## config.mk

```make
export PLATFORM = sky130hd
export DESIGN_NAME = add_pipe
export DESIGN_NICKNAME = d
export VERILOG_FILES = /design/src/rtl/add_pipe.sv
export SDC_FILE = /design/constraint.sdc
export NUM_CORES = 1
export LEC_CHECK = 0
export CAP_MARGIN = 25
export CORE_UTILIZATION = 30
export DETAILED_ROUTE_END_ITERATION = 6
export SLEW_MARGIN = 20
export SYNTH_ARGS = -nofsm -noshare
export SYNTH_HDL_FRONTEND = slang
export SYNTH_SLANG_ARGS = --single-unit
```

## constraint.sdc

```tcl
create_clock -name clk -period 3.5 [get_ports clk]
set_input_delay 1.05 -clock clk [delete_from_list [all_inputs] [get_ports clk]]
set_output_delay 1.05 -clock clk [all_outputs]
set_load 0.01 [all_outputs]
```

## src/rtl/add_pipe.sv

```systemverilog
// add_pipe: pipelined WIDTH-bit two's-complement adder for the Y86 execute path.
// The ripple add is cut into STAGES carry-chained slices of SW = WIDTH/STAGES bits,
// one slice per clock. Valid/ready handshake on both sides. The whole pipe advances
// together whenever the output register is empty or being drained.
// Optional build macro: ADD_PIPE_FLAGS_EN enables the ZF/SF/OF condition codes;
// without it zf/sf/of are tied low and no flag or sign registers exist.
module add_pipe #(
  parameter int unsigned WIDTH  = 64,
  parameter int unsigned STAGES = 4
) (
  input  logic             clk,
  input  logic             rst,
  input  logic             in_valid,
  output logic             in_ready,
  input  logic [WIDTH-1:0] a,
  input  logic [WIDTH-1:0] b,
  input  logic             cin,
  output logic             out_valid,
  input  logic             out_ready,
  output logic [WIDTH-1:0] sum,
  output logic             cout,
  output logic             zf,
  output logic             sf,
  output logic             of
);

  localparam int unsigned SW = WIDTH / STAGES;

  logic              adv;
  logic [STAGES-1:0] v;

  assign adv       = !v[STAGES-1] || out_ready;
  assign in_ready  = adv;
  assign out_valid = v[STAGES-1];

  // Stage valid bits shift together on every advance; bubbles are kept, not collapsed.
  always_ff @(posedge clk) begin
    if (rst) begin
      v <= '0;
    end else if (adv) begin
      v[0] <= in_valid;
      for (int unsigned i = 1; i < STAGES; i++) begin
        v[i] <= v[i-1];
      end
    end
  end

  for (genvar k = 0; k < STAGES; k++) begin : g_st
    // Operand bits not yet added when the beat reaches this stage.
    localparam int unsigned AW = WIDTH - k * SW;
    // Sum bits finished once this stage has registered its slice.
    localparam int unsigned LW = (k + 1) * SW;

    logic [AW-1:0] a_av;
    logic [AW-1:0] b_av;
    logic          c_in;
    logic [SW:0]   s;
    logic [LW-1:0] lo_d;
    logic [LW-1:0] lo_q;
    logic          c_q;

    if (k == 0) begin : g_src
      assign a_av = a;
      assign b_av = b;
      assign c_in = cin;
    end else begin : g_src
      assign a_av = g_st[k-1].g_sk.a_q;
      assign b_av = g_st[k-1].g_sk.b_q;
      assign c_in = g_st[k-1].c_q;
    end

    assign s = {1'b0, a_av[SW-1:0]} + {1'b0, b_av[SW-1:0]} + {{SW{1'b0}}, c_in};

    if (k == 0) begin : g_lo
      assign lo_d = s[SW-1:0];
    end else begin : g_lo
      assign lo_d = {s[SW-1:0], g_st[k-1].lo_q};
    end

    // Slice sum joins the delayed lower slices; slice carry feeds the next stage.
    always_ff @(posedge clk) begin
      if (rst) begin
        lo_q <= '0;
        c_q  <= 1'b0;
      end else if (adv) begin
        lo_q <= lo_d;
        c_q  <= s[SW];
      end
    end

    if (k < STAGES - 1) begin : g_sk
      logic [AW-SW-1:0] a_q;
      logic [AW-SW-1:0] b_q;

      // Upper operand slices ride along until their stage consumes them.
      always_ff @(posedge clk) begin
        if (rst) begin
          a_q <= '0;
          b_q <= '0;
        end else if (adv) begin
          a_q <= a_av[AW-1:SW];
          b_q <= b_av[AW-1:SW];
        end
      end
    end

`ifdef ADD_PIPE_FLAGS_EN
    logic z_in;
    logic sa_in;
    logic sb_in;
    logic z_q;
    logic sa_q;
    logic sb_q;

    if (k == 0) begin : g_fsrc
      assign z_in  = 1'b1;
      assign sa_in = a[WIDTH-1];
      assign sb_in = b[WIDTH-1];
    end else begin : g_fsrc
      assign z_in  = g_st[k-1].z_q;
      assign sa_in = g_st[k-1].sa_q;
      assign sb_in = g_st[k-1].sb_q;
    end

    // Zero flag accumulates one slice at a time; operand signs travel for the OF check.
    always_ff @(posedge clk) begin
      if (rst) begin
        z_q  <= 1'b0;
        sa_q <= 1'b0;
        sb_q <= 1'b0;
      end else if (adv) begin
        z_q  <= z_in && (s[SW-1:0] == '0);
        sa_q <= sa_in;
        sb_q <= sb_in;
      end
    end
`endif
  end

  assign sum  = g_st[STAGES-1].lo_q;
  assign cout = g_st[STAGES-1].c_q;

`ifdef ADD_PIPE_FLAGS_EN
  // Sign registers reset to 0, so of evaluates to 0 out of reset as well.
  assign zf = g_st[STAGES-1].z_q;
  assign sf = sum[WIDTH-1];
  assign of = (g_st[STAGES-1].sa_q == g_st[STAGES-1].sb_q) &&
              (sum[WIDTH-1] != g_st[STAGES-1].sa_q);
`else
  assign zf = 1'b0;
  assign sf = 1'b0;
  assign of = 1'b0;
`endif

endmodule

```

-- Word level (Yosys, flattened, before mapping)
Index checks and enable logic that the tools add are counted.
- register bits: 360
- output and inout bits: 70
- add/subtract/negate cells: 8
- reductions and logical operators: 2
- operators by type and width (cell ; number):
    16-bit by 16-bit adder with 17-bit output ; 4
    17-bit by 1-bit adder with 17-bit output ; 4
    1-bit zero test ; 1
    1-bit logical OR ; 1

-- Longest topological paths before layout
- word-level depth: 2
- depth in mapped cells: 9
- mapped depth without buffers: 8

-- Worst setup path after synthesis
OpenSTA, ideal clock, no wires.
- kind: input-to-reg
- start: input port a[0]
- end: register g_st[0].lo_q[10]
- library setup time: 0.062 ns
- arrival time: 3.027 ns
- slack: 0.411 ns
- stages: 8
- path buffers: 0
- cells stage by stage: fa_1 -> fa_1 -> nand3_1 -> nand2_1 -> a31oi_2 -> o21bai_1 -> or4b_1 -> nand3_1
- longest elaborated chain between the ends: 2
- ends and longest elaborated chain (what ; RTL line ; RTL):
    start, declared ; 15 ; input logic [WIDTH-1:0] a,
    16-bit by 16-bit adder with 17-bit output ; 72 ; assign s = {1'b0, a_av[SW-1:0]} + {1'b0, b_av[SW-1:0]} + {{SW{1'b0}}, c_in};
    17-bit by 1-bit adder with 17-bit output ; 72 ;
    end signal, assigned ; 86 ; lo_q <= lo_d;
    end, declared ; 59 ; logic [LW-1:0] lo_q;
No other way between the ends.
A chain may end at the register's enable or synchronous reset.

-- Worst setup path in the final report
- start: input port out_ready
- end: output port in_ready
- longest elaborated chain between the ends: 1
- ends and longest elaborated chain (what ; RTL line ; RTL):
    start, declared ; 19 ; input logic out_ready,
    1-bit logical OR ; 32 ; assign adv = !v[STAGES-1] || out_ready;
    end, declared ; 14 ; output logic in_ready,
No other way between the ends.

==> results.yml <==
run_status:
  status: "finished, final reports clean"
yosys:
  synth_top_area_cell: "dfxtp_1"
  yosys-top-cells-area: "dfxtp_1 (47%), nand2_1 (16%), a21oi_1 (12%), ha_1 (4.9%), clkbuf_1 (2.4%)"
  synth_edf_count: 0
  yosys_register_bits: 360
  yosysWarnings: 0
  async_reset_ff_frac: 0
  yosysMostFrequentCell: "nand2_1"
  syn-instance-count: 1976
  synth_ff_type: "dfxtp_1"
  syn-cell-area_sq_um: 15440
  ys_top_cells_by_count: "nand2_1 (659), a21oi_1 (361), dfxtp_1 (360)"
  ys_seq_area_frac: 0.4667
  yosysTopAreaCellShare: 0.4667
  syn_area_per_cell_sq_um: 7.815
  synth_cell_type_count: 67
clock_tree:
  cts.clk_slew.worst_paths_ns: 0.05
  clock_latency_ns: 0.55
  ctsHoldBuffers: 0
  clk_path_buf_depth: 3
  cts_buffers: 41
  cts_num_sinks: 360
  cts_resized: 0
  cts-root-buf: "clkbuf_16"
  postCtsSetupBuffers: 0
  cts_tree: "built"
  htreeDepth: 2
worst_setup_path:
  cp-end-kind: "primary output"
  crit_path_start_kind: "primary input"
  cp_max_fo: 2
  critPathKind: "in -> out"
  cp.required_ns: 2.45
  arrival_ns: 2.32
  reg2reg_slack_ns: 0.57
grt:
  antenna_found_initial: 0
  track_usage: 0.1479
  grt_max_degree: 182
  gr-total-overflow: 0
  grt_pass1_vias: 13099
  grt_pass1_wl_mm: 65.42
finish:
  final_layout_size_suffix_gt1_frac: 0.04836
  fillers: 5164
  syn2layout_area_growth_pct: 25.04
  finalNonFillerCells: 2802
  diodes: 0
  nets: 2302
power_and_ir_drop:
  p_leak_nw: 7.415
  ir_drop_uv: 257.2
  power.density_nw_per_um2: 503.9
  finalPower_mw: 9.729
sta:
  rsz0062_at_grt: "false"
  finalMaxSlewViolations: 0
  hold_ws_ns: 0.4468
  clock.fmax_mhz: 296.8
  post-route-min-period_ns: 3.369
  min_period_over_period: 0.9627
  relSlewSlack: 0.3843
  layout_setup_ws_ns: 0.1306
  fin_skew_ns: 0.01489
  setup_viol_count_final: 0
  worstMarginPinSlew_ns: 0.9235
  report.final.hold_viol_count: 0
flow_run:
  maxCapViolations: 0
floorplanning:
  die_h_microns: 228.9
  die_x_microns: 228.9
  dieArea_sq_um: 52390
  initial_utilization: 0.3059
  io_pins: 203
  num_rows: 82
  core_sq_um: 50480
hold_path:
  hp-class: "reg -> reg"
routing:
  drtPass1Iterations: 6
  drt_iter0_drc: 818
  vias: 13704
  vias_per_cell: 4.891
  routed_wl_mm: 39.81
  wl_per_cell_microns: 14.21
  drc: 0
  antenna_left: 0
placed_design:
  dpl.cell_count: 2730
  gp_congestion: 0.8678
  place_ws_ns: -0.03667
  dp_hpwl_mm: 26.19
  port_buffers: 199
[where the power goes]
group	switching [mW]	internal, mW
Clock	1.75	2.56
Sequential	0.124	4.33
Combinational	0.509	0.464
[worst max-delay path: stages]
cell	delay (ns)
clkdlybuf4s50_1	0.45
nor2b_4	0.25
inv_8	0.03
clkdlybuf4s50_1	0.53
[final timing paths]
path / start / end / depth (start not counted)
max: out_ready / in_ready / 4
min: sum[3] / sum[3] / 2
max reg2reg: g_st[1].c_q / g_st[2].c_q / 8
min reg2reg: sum[3] / sum[3] / 2
[flip-flops by register name (all words and copies together), names as in the netlist]
register,flops
g_st.g_sk.a_q,96
g_st.g_sk.b_q,96
g_st.lo_q,96
sum,64
v,4
g_st.c_q,3
cout,1
[stage by stage]
stage / util / TNS (ns) / cell area (sq um)
final: 0.3825 / 0 / 19310
after global routing: 0.3825 / 0 / 19310
after CTS: 0.3825 / 0 / 19310
after detailed placement: 0.3558 / -0.04717 / 17960
after global placement: 0.3558 / -0.03996 / 17960
after floorplan: - / 0 / 15450
[kinds of logic after synthesis]
group	after synthesis	synth area share
simple gates	847	0.2252
compound gates	519	0.1927
flops	360	0.4667
buf+inv	154	0.04043
fa+ha+maj	68	0.05899
xor+xnor	21	0.01191
mux	6	0.003889
other cells	1	0.0002428
[per-layer routing]
| metal | GRT usage | share of wire |
|---|---|---|
| met4 | 0.04938 | 0.021 |
| met2 | 0.2395 | 0.46 |
| met5 | 0 | 0 |
| met1 | 0.1972 | 0.47 |
| met3 | 0.02745 | 0.047 |
[cells in the final DEF (no fill, tap or decap), types with 4 or more instances in the layout]
master	count
nand3b_1	5
a21o_1	20
and3_1	4
mux2i_1	6
fa_1	8
a21oi_1	361
o31ai_1	4
or3_1	4
or4_1	6
nor4_1	6
o21a_1	7
o21ai_0	34
buf_12	6
ha_1	60
nand2_1	659
a211oi_1	24
clkdlybuf4s50_1	198
nand3_1	38
inv_1	13
o21ai_1	4
clkinv_2	6
nand4_1	15
clkbuf_8	4
clkbuf_1	7
nor2_1	58
xnor2_1	18
nor4b_1	6
a211oi_2	5
clkinvlp_4	6
a2111oi_0	6
clkbuf_16	43
nor3_1	28
a31oi_1	10
o21bai_1	6
buf_4	14
and2_1	4
o211ai_1	9
dfxtp_1	360
[layout make-up]
type | count | area, sq um | share of cell area
clock inverters | 18 | 191.4 | 0.009914
repair buffers | 219 | 2222 | 0.1151
flip-flops and latches | 360 | 7207 | 0.3733
multi-input cells | 1464 | 7626 | 0.3950
clock buffers | 54 | 1157 | 0.05994
well taps | 672 | 840.8 | 0.04355
inverters | 15 | 63.81 | 0.003305
Note: power is estimated with default switching activity, not from simulation.
